`config.mk`:
```
export PLATFORM = sky130hd
export DESIGN_NAME = fwd_hazard_scoreboard
export DESIGN_NICKNAME = d
export VERILOG_FILES = /design/src/rtl/fwd_hazard_scoreboard_pkg.sv /design/src/rtl/fwd_src_match.sv /design/src/rtl/fwd_hazard_scoreboard.sv
export SDC_FILE = /design/constraint.sdc
export NUM_CORES = 1
export LEC_CHECK = 0
export CAP_MARGIN = 20
export CORE_UTILIZATION = 59
export CTS_CLUSTER_DIAMETER = 100
export DETAILED_ROUTE_END_ITERATION = 7
export GPL_TIMING_DRIVEN = 1
export PLACE_DENSITY = 0.82
export SYNTH_ARGS = -nofsm -noshare
export SYNTH_HDL_FRONTEND = slang
export SYNTH_SLANG_ARGS = --single-unit
```
`constraint.sdc`:
```
create_clock -name clk -period 6.95 [get_ports clk]
set_clock_uncertainty 0.15 [all_clocks]
set_input_delay 0.695 -clock clk [delete_from_list [all_inputs] [get_ports clk]]
set_output_delay 0.695 -clock clk [all_outputs]
set_load 0.1 [all_outputs]
```
`src/rtl/fwd_hazard_scoreboard_pkg.sv`:
```
// Shared constants for the operand bypass / hazard unit.
// Select encoding: 0 picks the register file, k picks bypass stage k (1 = MEM).
package fwd_hazard_scoreboard_pkg;

  localparam int AW_DEF      = 5;
  localparam int FWD_RF      = 0;
  localparam int FWD_STG_MEM = 1;

endpackage

```
`src/rtl/fwd_src_match.sv`:
```
// Priority match of one source operand against all bypass stages.
// Produces the forward select and this operand's hazard bit.
module fwd_src_match
  import fwd_hazard_scoreboard_pkg::*;
#(
  parameter int NUM_STG = 2,
  parameter int AW      = AW_DEF,
  parameter int SEL_W   = $clog2(NUM_STG + 1)
) (
  input  logic                  src_valid,
  input  logic [AW-1:0]         src_addr,
  input  logic                  src_busy,
  input  logic [NUM_STG-1:0]    stg_regwrite,
  input  logic [NUM_STG*AW-1:0] stg_rd,
  input  logic [NUM_STG-1:0]    stg_ready,
  output logic [SEL_W-1:0]      sel,
  output logic                  hazard
);

  logic hit;
  logic hit_ready;

  always_comb begin
    sel       = SEL_W'(FWD_RF);
    hit       = 1'b0;
    hit_ready = 1'b1;
    // Walk from the farthest stage inward so the nearest match overwrites.
    for (int k = NUM_STG; k >= FWD_STG_MEM; k--) begin
      if (src_valid && stg_regwrite[k-1] &&
          (stg_rd[(k-1)*AW +: AW] != '0) &&
          (stg_rd[(k-1)*AW +: AW] == src_addr)) begin
        sel       = SEL_W'(k);
        hit       = 1'b1;
        hit_ready = stg_ready[k-1];
      end
    end
    hazard = hit ? !hit_ready : (src_valid && src_busy);
  end

endmodule

```
`src/rtl/fwd_hazard_scoreboard.sv`:
```
// Operand bypass selects, load-use / multi-cycle stall, and stall counter.
// Per-register down-counters track multi-cycle producers outside the bypass window.
module fwd_hazard_scoreboard
  import fwd_hazard_scoreboard_pkg::*;
#(
  parameter int NUM_SRC = 2,
  parameter int NUM_STG = 2,
  parameter int AW      = AW_DEF,
  parameter int MAX_LAT = 8,
  parameter int SEL_W   = $clog2(NUM_STG + 1),
  parameter int CNT_W   = 32
) (
  input  logic                          clk,
  input  logic                          rst,
  input  logic [NUM_SRC-1:0]            src_valid,
  input  logic [NUM_SRC*AW-1:0]         src_addr,
  input  logic [NUM_STG-1:0]            stg_regwrite,
  input  logic [NUM_STG*AW-1:0]         stg_rd,
  input  logic [NUM_STG-1:0]            stg_ready,
  input  logic                          mc_issue,
  input  logic [AW-1:0]                 mc_rd,
  input  logic [$clog2(MAX_LAT+1)-1:0]  mc_lat,
  input  logic                          flush,
  output logic [NUM_SRC*SEL_W-1:0]      fwd_sel,
  output logic                          stall,
  output logic [2**AW-1:0]              busy,
  output logic [CNT_W-1:0]              stall_cnt
);

  localparam int NREG  = 2**AW;
  localparam int LAT_W = $clog2(MAX_LAT + 1);

  logic [NUM_SRC-1:0] hazard;
  logic [LAT_W-1:0]   lat_eff;
  logic               issue_en;

  for (genvar i = 0; i < NUM_SRC; i++) begin : g_src
    fwd_src_match #(
      .NUM_STG (NUM_STG),
      .AW      (AW),
      .SEL_W   (SEL_W)
    ) u_match (
      .src_valid    (src_valid[i]),
      .src_addr     (src_addr[i*AW +: AW]),
      .src_busy     (busy[src_addr[i*AW +: AW]]),
      .stg_regwrite (stg_regwrite),
      .stg_rd       (stg_rd),
      .stg_ready    (stg_ready),
      .sel          (fwd_sel[i*SEL_W +: SEL_W]),
      .hazard       (hazard[i])
    );
  end

  assign stall    = |hazard;
  assign issue_en = mc_issue && !stall && (mc_rd != '0);

  always_comb begin
    lat_eff = mc_lat;
    if (mc_lat == '0)
      lat_eff = LAT_W'(1);
    else if (mc_lat > LAT_W'(MAX_LAT))
      lat_eff = LAT_W'(MAX_LAT);
  end

  // x0 is hardwired idle; every other register owns a private down-counter.
  for (genvar r = 0; r < NREG; r++) begin : g_reg
    if (r == 0) begin : g_zero
      assign busy[r] = 1'b0;
    end else begin : g_cnt
      logic [LAT_W-1:0] cnt_q;

      always_ff @(posedge clk or posedge rst) begin
        if (rst)
          cnt_q <= '0;
        else if (flush)
          cnt_q <= '0;
        else if (issue_en && (mc_rd == AW'(r)))
          cnt_q <= lat_eff;
        else if (cnt_q != '0)
          cnt_q <= cnt_q - LAT_W'(1);
      end

      assign busy[r] = (cnt_q != '0);
    end
  end

  always_ff @(posedge clk or posedge rst) begin
    if (rst)
      stall_cnt <= '0;
    else if (stall && !flush && (stall_cnt != {CNT_W{1'b1}}))
      stall_cnt <= stall_cnt + CNT_W'(1);
  end

endmodule

```
# --- Word-level counts from Yosys, hierarchy flattened ---
# Cells that the tools add are included.
op_classes:
  add_sub_neg: 32
  mul: 0
  div_mod_pow: 0
  n_lt_le_gt_ge: 3
  eq_ne: 36
  shifts: 0
  n_mux: 113
  bitwise: 0
  n_reduce_logical: 120
ops:
  columns: ["cell", "n"]
  rows:
  - ["4-bit two-way mux", 95]
  - ["4-bit nonzero test", 31]
  - ["4-bit by 1-bit subtractor with 4-bit output (second input constant)", 31]
  - ["3-bit nonzero test", 31]
  - ["5-bit equality test (second input constant)", 16]
  - ["1-bit logical AND", 49]
  - ["5-bit by 4-bit equality test with 1-bit output (second input constant)", 8]
  - ["32-bit by 1-bit adder with 32-bit output (second input constant)", 1]
  - ["32-bit inequality test (second input constant)", 1]
  - ["5-bit by 3-bit equality test with 1-bit output (second input constant)", 4]
  - ["5-bit equality test", 4]
  - ["5-bit nonzero test", 3]
  - ["5-bit by 6-bit < comparator with 1-bit output (second input constant)", 2]
  - ["1-bit two-way mux", 12]
  - ["1-bit binary-select mux with 5-bit select", 2]
  - ["5-bit by 2-bit equality test with 1-bit output (second input constant)", 2]
  - ["2-bit two-way mux", 4]
  - ["5-bit by 1-bit equality test with 1-bit output (second input constant)", 1]
  - ["4-bit greater-than comparator (second input constant)", 1]
  - ["1-bit zero test", 4]
  - ["4-bit zero test", 1]
  - ["2-bit OR reduction", 1]
word_totals:
  register_bits: 156
  latch_bits: 0
  ramBits: 0
  mem_bits_ro: 0
  in_bits: 39
  out_inout_bits: 69
  wordCells: 336
  mem_count: 0

# --- Depth between registers and ports, before layout ---
depth:
  ltp_word: 14
  depth_mapped: 13
  depth_no_buf: 11

# --- Cells and area by module ---
# A second synthesis with hierarchy kept.
hier_totals:
  cells_unflattened: 1186
  hier_area_um2: 10182.3
by_module_without_submodules:
  columns: ["module", "n_inst", "cells_per_inst", "area_each_um2", "seq_area_each_um2"]
  rows:
  - ["fwd_hazard_scoreboard", 1, 1132, 9779.4, 3903.7]
  - ["fwd_src_match", 2, 27, 201.4, 0.0]

# --- Least setup slack after synthesis ---
# No wires, ideal clock.
synth_path:
  path_kind: "in2out"
  startpoint: "in src_addr[6]"
  endpoint: "out stall"
  arrival_time_ns: 5.387
  required_time_ns: 6.105
  path_slack_ns: 0.718
  cell_stages: 9
  n_path_buf: 3
  cell_sequence: "buf_1 xor2_1 or4_1 nor3b_1 a221oi_1 and3_4 buf_8 buf_12 inv_1"
synth_between:
  elab_chain_len: 7
  elab_cells_between_ends: 14
  classes_between: "eq/ne (2); mux (7); reduce/logical (5)"
synth_lines:
  columns: ["element", "line_no", "text"]
  rows:
  - ["start: declaration", "fwd_hazard_scoreboard.sv:16", "input logic [NUM_SRC*AW-1:0] src_addr,"]
  - ["branches (longest 5 deep; another with 1-bit binary-select mux with 5-bit select)", null, null]
  - ["1-bit two-way mux *", "fwd_src_match.sv:37", "hazard = hit ? !hit_ready : (src_valid && src_busy);"]
  - ["2-bit OR reduction *", "fwd_hazard_scoreboard.sv:54", "assign stall = |hazard;"]
  - ["end: declaration", "fwd_hazard_scoreboard.sv:25", "output logic stall,"]
# Every way passes the cells marked *. The select of a mux whose other input is x is not followed.

# --- Worst setup path in the final report ---
layout_path:
  startpoint: "in src_addr[5]"
  endpoint: "out stall"
# The elaborated chain is that of the path after synthesis.

==> results.txt <==
* Number of hold-slack violations in the final timing report: 0
- In this run the worst hold path is classified as reg -> reg.
- Input and output buffers added on the ports amount to 106.
- The run finished with clean final reports.
- The wire-length estimate of the detail-placed layout is 18900 um.
* Num rows: 49
- Maximum clock frequency: 0.194 GHz
* Type of origin of the critical path: input pin
* Fraction of synthesized cell area taken by the top area cell type: 35.0%
- Die outline area: 19400 um2
- Max IR drop VDD: 0.565 mV
* Syn. warnings: 0
- Root Buffer: clkbuf_16
* Maximum number of buffers from clock root to sink: 2
- After layout, the minimum clock period comes to 5150 ps.
* First-pass GRT wire length: 45200 um
- CP Data Required Time: 6110 ps
- The worst path uses 74.1% of the clock period.
* Overflow after GRT: 0
* Maximum number of pins on one net before global-route repair: 92
- STA classifies the critical path endpoint as an output pin.
- Yosys mapped the design onto 65 distinct sky130hd cell types.
* Syn nets: 1229
- Hold Worst Slack: 334 ps
- Relative area change from synthesis to final layout: 15.3%
- For this block, the via count after detailed routing is 8637.
- In this run, synthesis inferred 0 flip-flops with an integrated enable.
- Max-cap violations in this run came to 0.
- The pre-antenna-repair detailed-routing pass consisted of 6 iterations.
- In the routed layout, each cell is associated on average with a via count of 6.02.
- Once detail routing completed, the nets flagged for antenna violations numbered 0.
- Final total negative setup slack: 0 ps
- Global routing used 29.6% of the available tracks.
- For the worst setup path, the data arrival time is 4310 ps.
- Peak fanout along the critical path: 13
- After filler insertion, the fill cell instance count of the layout stands at 1336.
* Tightest Pin Transition: 1130 ps
- The H-tree was split into 4 levels.
- Final cell area excluding filler cells: 12900 um2
- Post-CTS clock slew at the launch and capture registers of the worst setup and hold paths: 70 ps
* Startpoint-to-endpoint class of the critical path: in -> out
* Synthesis-stage register bit count: 156
- Cts hold-fix bufs: 0
* Normalized max-slew margin: 24.6%
* Setup violators final: 0
- Area leader, netlist: dfrtp_1
* Max-slew violations: 0
- Buffers inserted during post-CTS setup optimization: 0
- Placed Cells: 1402
- CTS saw 156 sinks.
- Synth Instances: 1127
- Final net count: 1294
* Total DRC errors in the routed layout: 0
* Tot Pwr: 6.89 mW
- The later pin in the worst-skew pair is clocked with a latency of 430 ps.
* Initial antenna violation count: 1
- Final RePlAce weighted congestion: 0.912
- Horizontal extent of the die: 139 um
- Cells with a size suffix above 1 make up 13.4% of the layout.
- The region available for standard cell placement spans 18200 um2.
- Once the floorplan was initialized, standard cells occupied 61.2% of the core.
- The floorplan step set the die height to 139 um.
* Cells taking the most area after synthesis: dfrtp_1, xnor2_1, mux2_4
- Once the clock tree was built, the resizer swapped 0 gates to a different size.
* Number of clock buffers inserted by TritonCTS: 17
- Sequential-to-total area share from yosys stat: 35.0%
- In this run the register-to-register setup slack is 2690 ps.
- Post-layout instance count excluding filler cells: 1434
- Number of global-route vias before repair: 8689
* Diode insertion count for antenna repair: 0
* Setup repair after global routing missed its margin: false
- Dividing the synthesized area by the synthesized cell count gives 9.89 um2.
* Area of the mapped netlist: 11100 um2
- Ports: 108
- Area post-placement: 12300 um2
- Clock tree from TritonCTS: done
* Share of synthesized registers carrying an async set or reset: 100%
* Dominant register cell in the synthesized netlist: dfrtp_1
- Summed over all layers, the routed wires come to 27600 um.
* Power density cells: 536 nW/um2
* DRC violation total after the first TritonRoute iteration: 634
* Final routed wire length divided by cell count: 19.2 um
- Summed over all cells, the static leakage comes to 5.91 nW.
[layer usage]
layer	up-vias	global-route usage (%)	part of all wire, %
met2	280	50.3	50
met1	4277	38.0	42
met3	47	5.40	5.8
met5	-	0	0.047
li1	4031	-	-
met4	2	9.82	2.2
[cell usage after synthesis, types with 3 or more instances]
cell / n
buf_2: 7
a21oi_1: 35
o21ai_0: 5
buf_1: 8
nor4bb_1: 4
o2111a_1: 3
mux2i_1: 48
nand2b_1: 6
mux2_2: 18
or3b_1: 9
nand2_1: 36
o22ai_1: 3
o2111ai_1: 5
and3_1: 24
nor2_1: 127
nand3_1: 19
mux2_1: 10
xnor2_1: 102
and2_1: 7
nor4_1: 3
nand4_1: 16
nor3b_1: 8
inv_2: 4
ha_1: 63
dfrtp_1: 156
or3_1: 34
xor2_1: 11
nor4b_1: 5
a31oi_1: 3
nor2b_1: 6
inv_1: 87
mux2_4: 53
nor3b_2: 10
nand3_4: 19
clkbuf_1: 49
mux4_2: 5
a211o_1: 31
nor3_1: 52
or4_1: 3
[critical path: stages]
cell             delay (ps)
clkdlybuf4s50_1         790
xnor2_1                 180
nand3_1                  90
or4_1                   570
nor3b_1                 370
a221oi_1                190
and3_4                  220
inv_1                    60
clkdlybuf4s50_1        1130
[cells in the final DEF, fill, tap and decap left out, types with 34 or more instances in the layout]
master,n
dfrtp_1,156
nor2_1,127
clkdlybuf4s50_1,105
xnor2_1,102
inv_1,86
ha_1,63
mux2_4,53
nor3_1,52
mux2i_1,48
nand2_1,35
a21oi_1,35
or3_1,34
[stage by stage]
stage,setup slack [ps],utilization [%]
final,1800,70.6
after global routing,1670,70.6
after CTS,1860,70.6
after detailed placement,1850,67.3
after global placement,1970,67.3
after floorplan,718,-
[cell type report]
| cell class | count | area, um2 | area share [%] |
|---|---|---|---|
| multi-input cells | 812 | 6600 | 51.3 |
| flip-flops and latches | 156 | 3900 | 30.4 |
| repair buffers | 114 | 1120 | 8.70 |
| clock buffers | 18 | 439 | 3.42 |
| inverters | 91 | 347 | 2.70 |
| well taps | 229 | 287 | 2.23 |
| clock inverters | 14 | 160 | 1.25 |
[flip-flops by register name (all words and copies together) (netlist names)]
name / cells
g.g_cnt.cnt_q: 124
stall_cnt: 32
[worst paths after layout]
kind / cells past startpoint / from / endpoint
hold reg to reg: 1 / stall_cnt[7] / stall_cnt[7]
min in group asynchronous: 2 / rst / stall_cnt[6]
hold / removal: 1 / stall_cnt[7] / stall_cnt[7]
max in group asynchronous: 3 / rst / g_reg[1].g_cnt.cnt_q[2]
setup / recovery: 9 / src_addr[5] / stall
setup reg to reg: 12 / g_reg[31].g_cnt.cnt_q[0] / g_reg[16].g_cnt.cnt_q[3]
[cell families (layout without fill, tap and decap cells)]
family	Yosys count	count (layout)	synth area share, %
other	1	1	0.0337
buffers and inverters	159	237	5.86
AOI/OAI and AO/OA	105	105	6.80
muxes	134	134	15.3
DFF	156	156	35.0
xor gates and xnor gates	113	113	8.88
and+or+nand+nor	396	396	21.0
adders and majority gates	63	63	7.07
[report_power, final]
| group | switching [mW] | internal [mW] | total [mW] | leakage (nW) |
|---|---|---|---|---|
| combinational | 2.81 | 1.58 | 4.39 | 3.56 |
| clock | 0.413 | 0.546 | 0.959 | 0.285 |
| sequential | 0.289 | 1.24 | 1.53 | 2.06 |
| total | 3.52 | 3.37 | 6.89 | 5.91 |
(Power assumes the default switching activity.)
==> RTL edit 1 (same settings) <==
`AW_DEF`: 5 -> 6.
--- a/src/rtl/fwd_hazard_scoreboard_pkg.sv
+++ b/src/rtl/fwd_hazard_scoreboard_pkg.sv
@@ -2,7 +2,7 @@
 // Select encoding: 0 picks the register file, k picks bypass stage k (1 = MEM).
 package fwd_hazard_scoreboard_pkg;
 
-  localparam int AW_DEF      = 5;
+  localparam int AW_DEF      = 6;
   localparam int FWD_RF      = 0;
   localparam int FWD_STG_MEM = 1;
 
Interface: changed (resized busy, mc_rd, src_addr and stg_rd); port bits go from 108 to 145. The function was not compared with the original's and may differ.
==> RTL edit 1 against the unedited design <==
  * Sequential cell count grew 128
  * Die area grew 72%
  * Sequential share of layout area grew 1.7 points
  * Synthesized area increased by 74%
  * First-iteration DRC count up 120%
  * Routed wire length rose by 93%
  * Utilization decreased by 1.0 points
  * Setup slack lost 0.15 ns
  * Cell area is 73% higher
  * Fmax decreased by 2.9%
  * Highest routed layer is now met4
Power is left out: the tool's default activity adds up to more than one toggle a clock period on the data nets, which glitch-free logic cannot reach.
==> RTL edit 1: results (changes against the unedited design) <==
metric	value	unit	change
status	finished, final reports clean		unchanged
buffers outside the clock class	161		was 114
share of post-route cells with drive strength above 1	0.130		was 0.134
cells after synthesis	2071		was 1127
number of design-rule violations left by the first detailed-router iteration	1412		was 634
vias in the first global route	15900		was 8689
count of clock buffers in the final design	40		was 18
biggest registers after layout	g.g_cnt.cnt_q (252), stall_cnt (32)		was g.g_cnt.cnt_q (124), stall_cnt (32)
Util after Layout	0.696		was 0.706
Post-Place Worst Slack	1.52	ns	was 1.85 ns
number of antenna violations at the first check in global routing	0		was 1
global router's overall resource usage	0.319		was 0.296
wirelength, routed	53100	um	was 27600 um
placement row count	65		was 49
mux contribution to synthesized area	0.143		was 0.153
RR Endpoint	g_reg[34].g_cnt.cnt_q[2]$_DFFE_PP0P_		was g_reg[16].g_cnt.cnt_q[3]$_DFFE_PP0P_
final RePlAce weighted congestion	0.981		was 0.912
Yosys reg bits	284		was 156
buffer share of cell area	0.0717		was 0.0870
most frequent cells after synthesis	284 x sky130_fd_sc_hd__dfrtp_1, 268 x sky130_fd_sc_hd__nor2_1, 178 x sky130_fd_sc_hd__inv_1, 163 x sky130_fd_sc_hd__mux2_2, 136 x sky130_fd_sc_hd__xnor2_1		was 156 x sky130_fd_sc_hd__dfrtp_1, 127 x sky130_fd_sc_hd__nor2_1, 102 x sky130_fd_sc_hd__xnor2_1, 87 x sky130_fd_sc_hd__inv_1, 63 x sky130_fd_sc_hd__ha_1
post-synthesis cell type count	69		was 65
post-synthesis sequential area ratio	0.367		was 0.350
maximum number of pins on one net before global-route repair	120		was 92
Detailed Routing Iterations Pass 1	5		was 6
flip-flop and latch area	7110	sq um	was 3900 sq um
latest clock arrival within the worst-skew pair	0.57	ns	was 0.43 ns
smallest setup slack after layout	1.64	ns	was 1.80 ns
Routed wire per std cell	20.4	um	was 19.2 um
number of buffers created by CTS	30		was 17
-- RTL edit 1: critical path, cell delays in order --
cell	delay, ns
sky130_fd_sc_hd__clkdlybuf4s50_1	1.09
sky130_fd_sc_hd__clkinv_1	0.54
sky130_fd_sc_hd__o21ai_0	0.27
sky130_fd_sc_hd__nor2_1	0.06
sky130_fd_sc_hd__a2111oi_0	0.44
sky130_fd_sc_hd__o211ai_1	0.19
sky130_fd_sc_hd__a22oi_2	0.66
sky130_fd_sc_hd__nand2_1	0.21
sky130_fd_sc_hd__buf_4	0.30
-- RTL edit 1: cell families after synthesis --
group           after synthesis
flops                       284
mux                         244
buf+inv                     298
simple gates                702
xor+xnor                    180
compound gates              235
other cells                   1
fa+ha+maj                   127
-- RTL edit 1: per-layer routing --
layer  vias up  global-route usage  part of all wire  wire, um
li1       7320                   -                 -         -
met1      7899               0.411              0.41     21500
met2       648               0.540              0.48     25500
met3       134              0.0477             0.076      4020
met4         0               0.125             0.039      2060
met5         -                   0                 0         0
==> RTL edit 2 (same flow settings) <==
Without the edit above. Reset style: synchronous (`rst`), changed in 2 clocked blocks.
--- a/src/rtl/fwd_hazard_scoreboard.sv
+++ b/src/rtl/fwd_hazard_scoreboard.sv
@@ -69,7 +69,7 @@
     end else begin : g_cnt
       logic [LAT_W-1:0] cnt_q;
 
-      always_ff @(posedge clk or posedge rst) begin
+      always_ff @(posedge clk) begin
         if (rst)
           cnt_q <= '0;
         else if (flush)
@@ -84,7 +84,7 @@
     end
   end
 
-  always_ff @(posedge clk or posedge rst) begin
+  always_ff @(posedge clk) begin
     if (rst)
       stall_cnt <= '0;
     else if (stall && !flush && (stall_cnt != {CNT_W{1'b1}}))
Formal check against the unedited RTL: differs if rst is asserted again (counterexample within 4 cycles, from zero or initial values and one cycle with rst high); with rst held inactive, the same outputs for 4 cycles.
==> RTL edit 2 against the unedited design <==
  * First-iteration DRC count decreased by 7.3%
  * Cell area decreased by 9.0%
  * Via count decreased by 0.38%
  * Routed wire length decreased by 11%
  * Setup slack got worse by 0.15 ns
  * Synthesized area decreased by 9.1%
  * Register-to-register slack improved by 0.31 ns
  * Sequential cell count unchanged
Power is not compared: it rests on default switching activity, and its combinational part moved more than twofold at a synthesized area within 25%.
==> RTL edit 2: results (changes against the unedited design) <==
metric	value	unit	change
vias in the first global route	7910		was 8689
compound-cell area share of the yosys netlist	0.0858		was 0.0680
final non-filler cell total	1452		was 1434
met3 capacity usage during global routing	0.0471		was 0.0540
Main synth FF type	sky130_fd_sc_hd__dfxtp_1		was sky130_fd_sc_hd__dfrtp_1
largest cells by area after synthesis	sky130_fd_sc_hd__dfxtp_1 31%, sky130_fd_sc_hd__mux2i_1 15%, sky130_fd_sc_hd__nand2_1 5.7%, sky130_fd_sc_hd__ha_1 4.0%, sky130_fd_sc_hd__xnor2_1 3.4%		was sky130_fd_sc_hd__dfrtp_1 35%, sky130_fd_sc_hd__xnor2_1 8.0%, sky130_fd_sc_hd__mux2_4 7.1%, sky130_fd_sc_hd__ha_1 7.1%, sky130_fd_sc_hd__mux2i_1 4.3%
number of design-rule violations left by the first detailed-router iteration	588		was 634
Routed wire per std cell	16.9	um	was 19.2 um
Inst Count DP	1420		was 1402
post-synthesis sequential area ratio	0.308		was 0.350
R2R setup slack	3.00	ns	was 2.69 ns
most frequent cells after synthesis	156 x sky130_fd_sc_hd__dfxtp_1, 154 x sky130_fd_sc_hd__nand2_1, 153 x sky130_fd_sc_hd__mux2i_1, 78 x sky130_fd_sc_hd__clkbuf_1, 77 x sky130_fd_sc_hd__inv_1		was 156 x sky130_fd_sc_hd__dfrtp_1, 127 x sky130_fd_sc_hd__nor2_1, 102 x sky130_fd_sc_hd__xnor2_1, 87 x sky130_fd_sc_hd__inv_1, 63 x sky130_fd_sc_hd__ha_1
buffer cell driving the clock tree root	sky130_fd_sc_hd__clkbuf_16		unchanged
mux contribution to synthesized area	0.191		was 0.153
maximum number of pins on one net before global-route repair	106		was 92
final hold slack	0.346	ns	was 0.334 ns
async set or reset register ratio after synthesis	0		was 1.00
Worst Path Max Fanout	15		was 13
status	finished, final reports clean		unchanged
DR vias	8604		was 8637
count of warnings emitted by yosys	0		unchanged
dominant delay contributor by cell family on the critical path	buffers and inverters		unchanged
VDD IR max	0.439	mV	
share of post-route cells with drive strength above 1	0.0706		was 0.134
arrival time at the worst endpoint	4.46	ns	was 4.31 ns
GR met1 Demand/Resource	0.365		was 0.380
post-synthesis cell type count	64		was 65
Post-Place Worst Slack	1.70	ns	was 1.85 ns
number of antenna violations at the first check in global routing	0		was 1
Tcrit/Tclk final	0.763		was 0.741
Detailed Routing Iterations Pass 1	5		was 6
clock group power	953	uW	
final RePlAce weighted congestion	0.881		was 0.912
worst relative slew slack	0.281		was 0.246
hpwl dp	16800	um	was 18900 um
met2 routing resource usage after global routing	0.463		was 0.503
global router's overall resource usage	0.279		was 0.296
number of nets in the synthesized netlist	1255		was 1229
Critical Path Max Stage Delay	1.21	ns	was 1.13 ns
Post-Synth XOR/XNOR Area	0.0476		was 0.0888
global-route wire length before repair	39600	um	was 45200 um
Post-Synthesis Mean Instance Area	8.55	sq um	was 9.89 sq um
Adder-Cell Fraction of Synth Area	0.0395		was 0.0707
total cell area at the placement stage	11100	sq um	was 12300 sq um
latest clock arrival within the worst-skew pair	0.42	ns	
[RTL edit 2: path summary, 6_finish.rpt]
kind / startpoint / to / cells after the start
setup reg to reg: g_reg[3].g_cnt.cnt_q[0]$_SDFFE_PP0P_ / g_reg[23].g_cnt.cnt_q[2]$_SDFFE_PP0P_ / 11
setup / recovery: src_addr[0] / stall / 9
hold / removal: stall_cnt[10]$_SDFFE_PP0P_ / stall_cnt[10]$_SDFFE_PP0P_ / 2
hold reg to reg: stall_cnt[10]$_SDFFE_PP0P_ / stall_cnt[10]$_SDFFE_PP0P_ / 2
[RTL edit 2: routing by layer]
metal,share of wire,vias up,routed length [um]
li1,-,4222,-
met1,0.45,4108,11000
met2,0.48,244,11700
met3,0.057,30,1400
met4,0.018,0,436
met5,0,-,0
[RTL edit 2: cell type report]
type / count / area (sq um)
flip-flops and latches: 156 / 3120
inverters: 78 / 298
well taps: 220 / 275
clock inverters: 11 / 143
multi-input cells: 854 / 6290
clock buffers: 21 / 460
fillers: 1298 / 4950
repair buffers: 112 / 1100
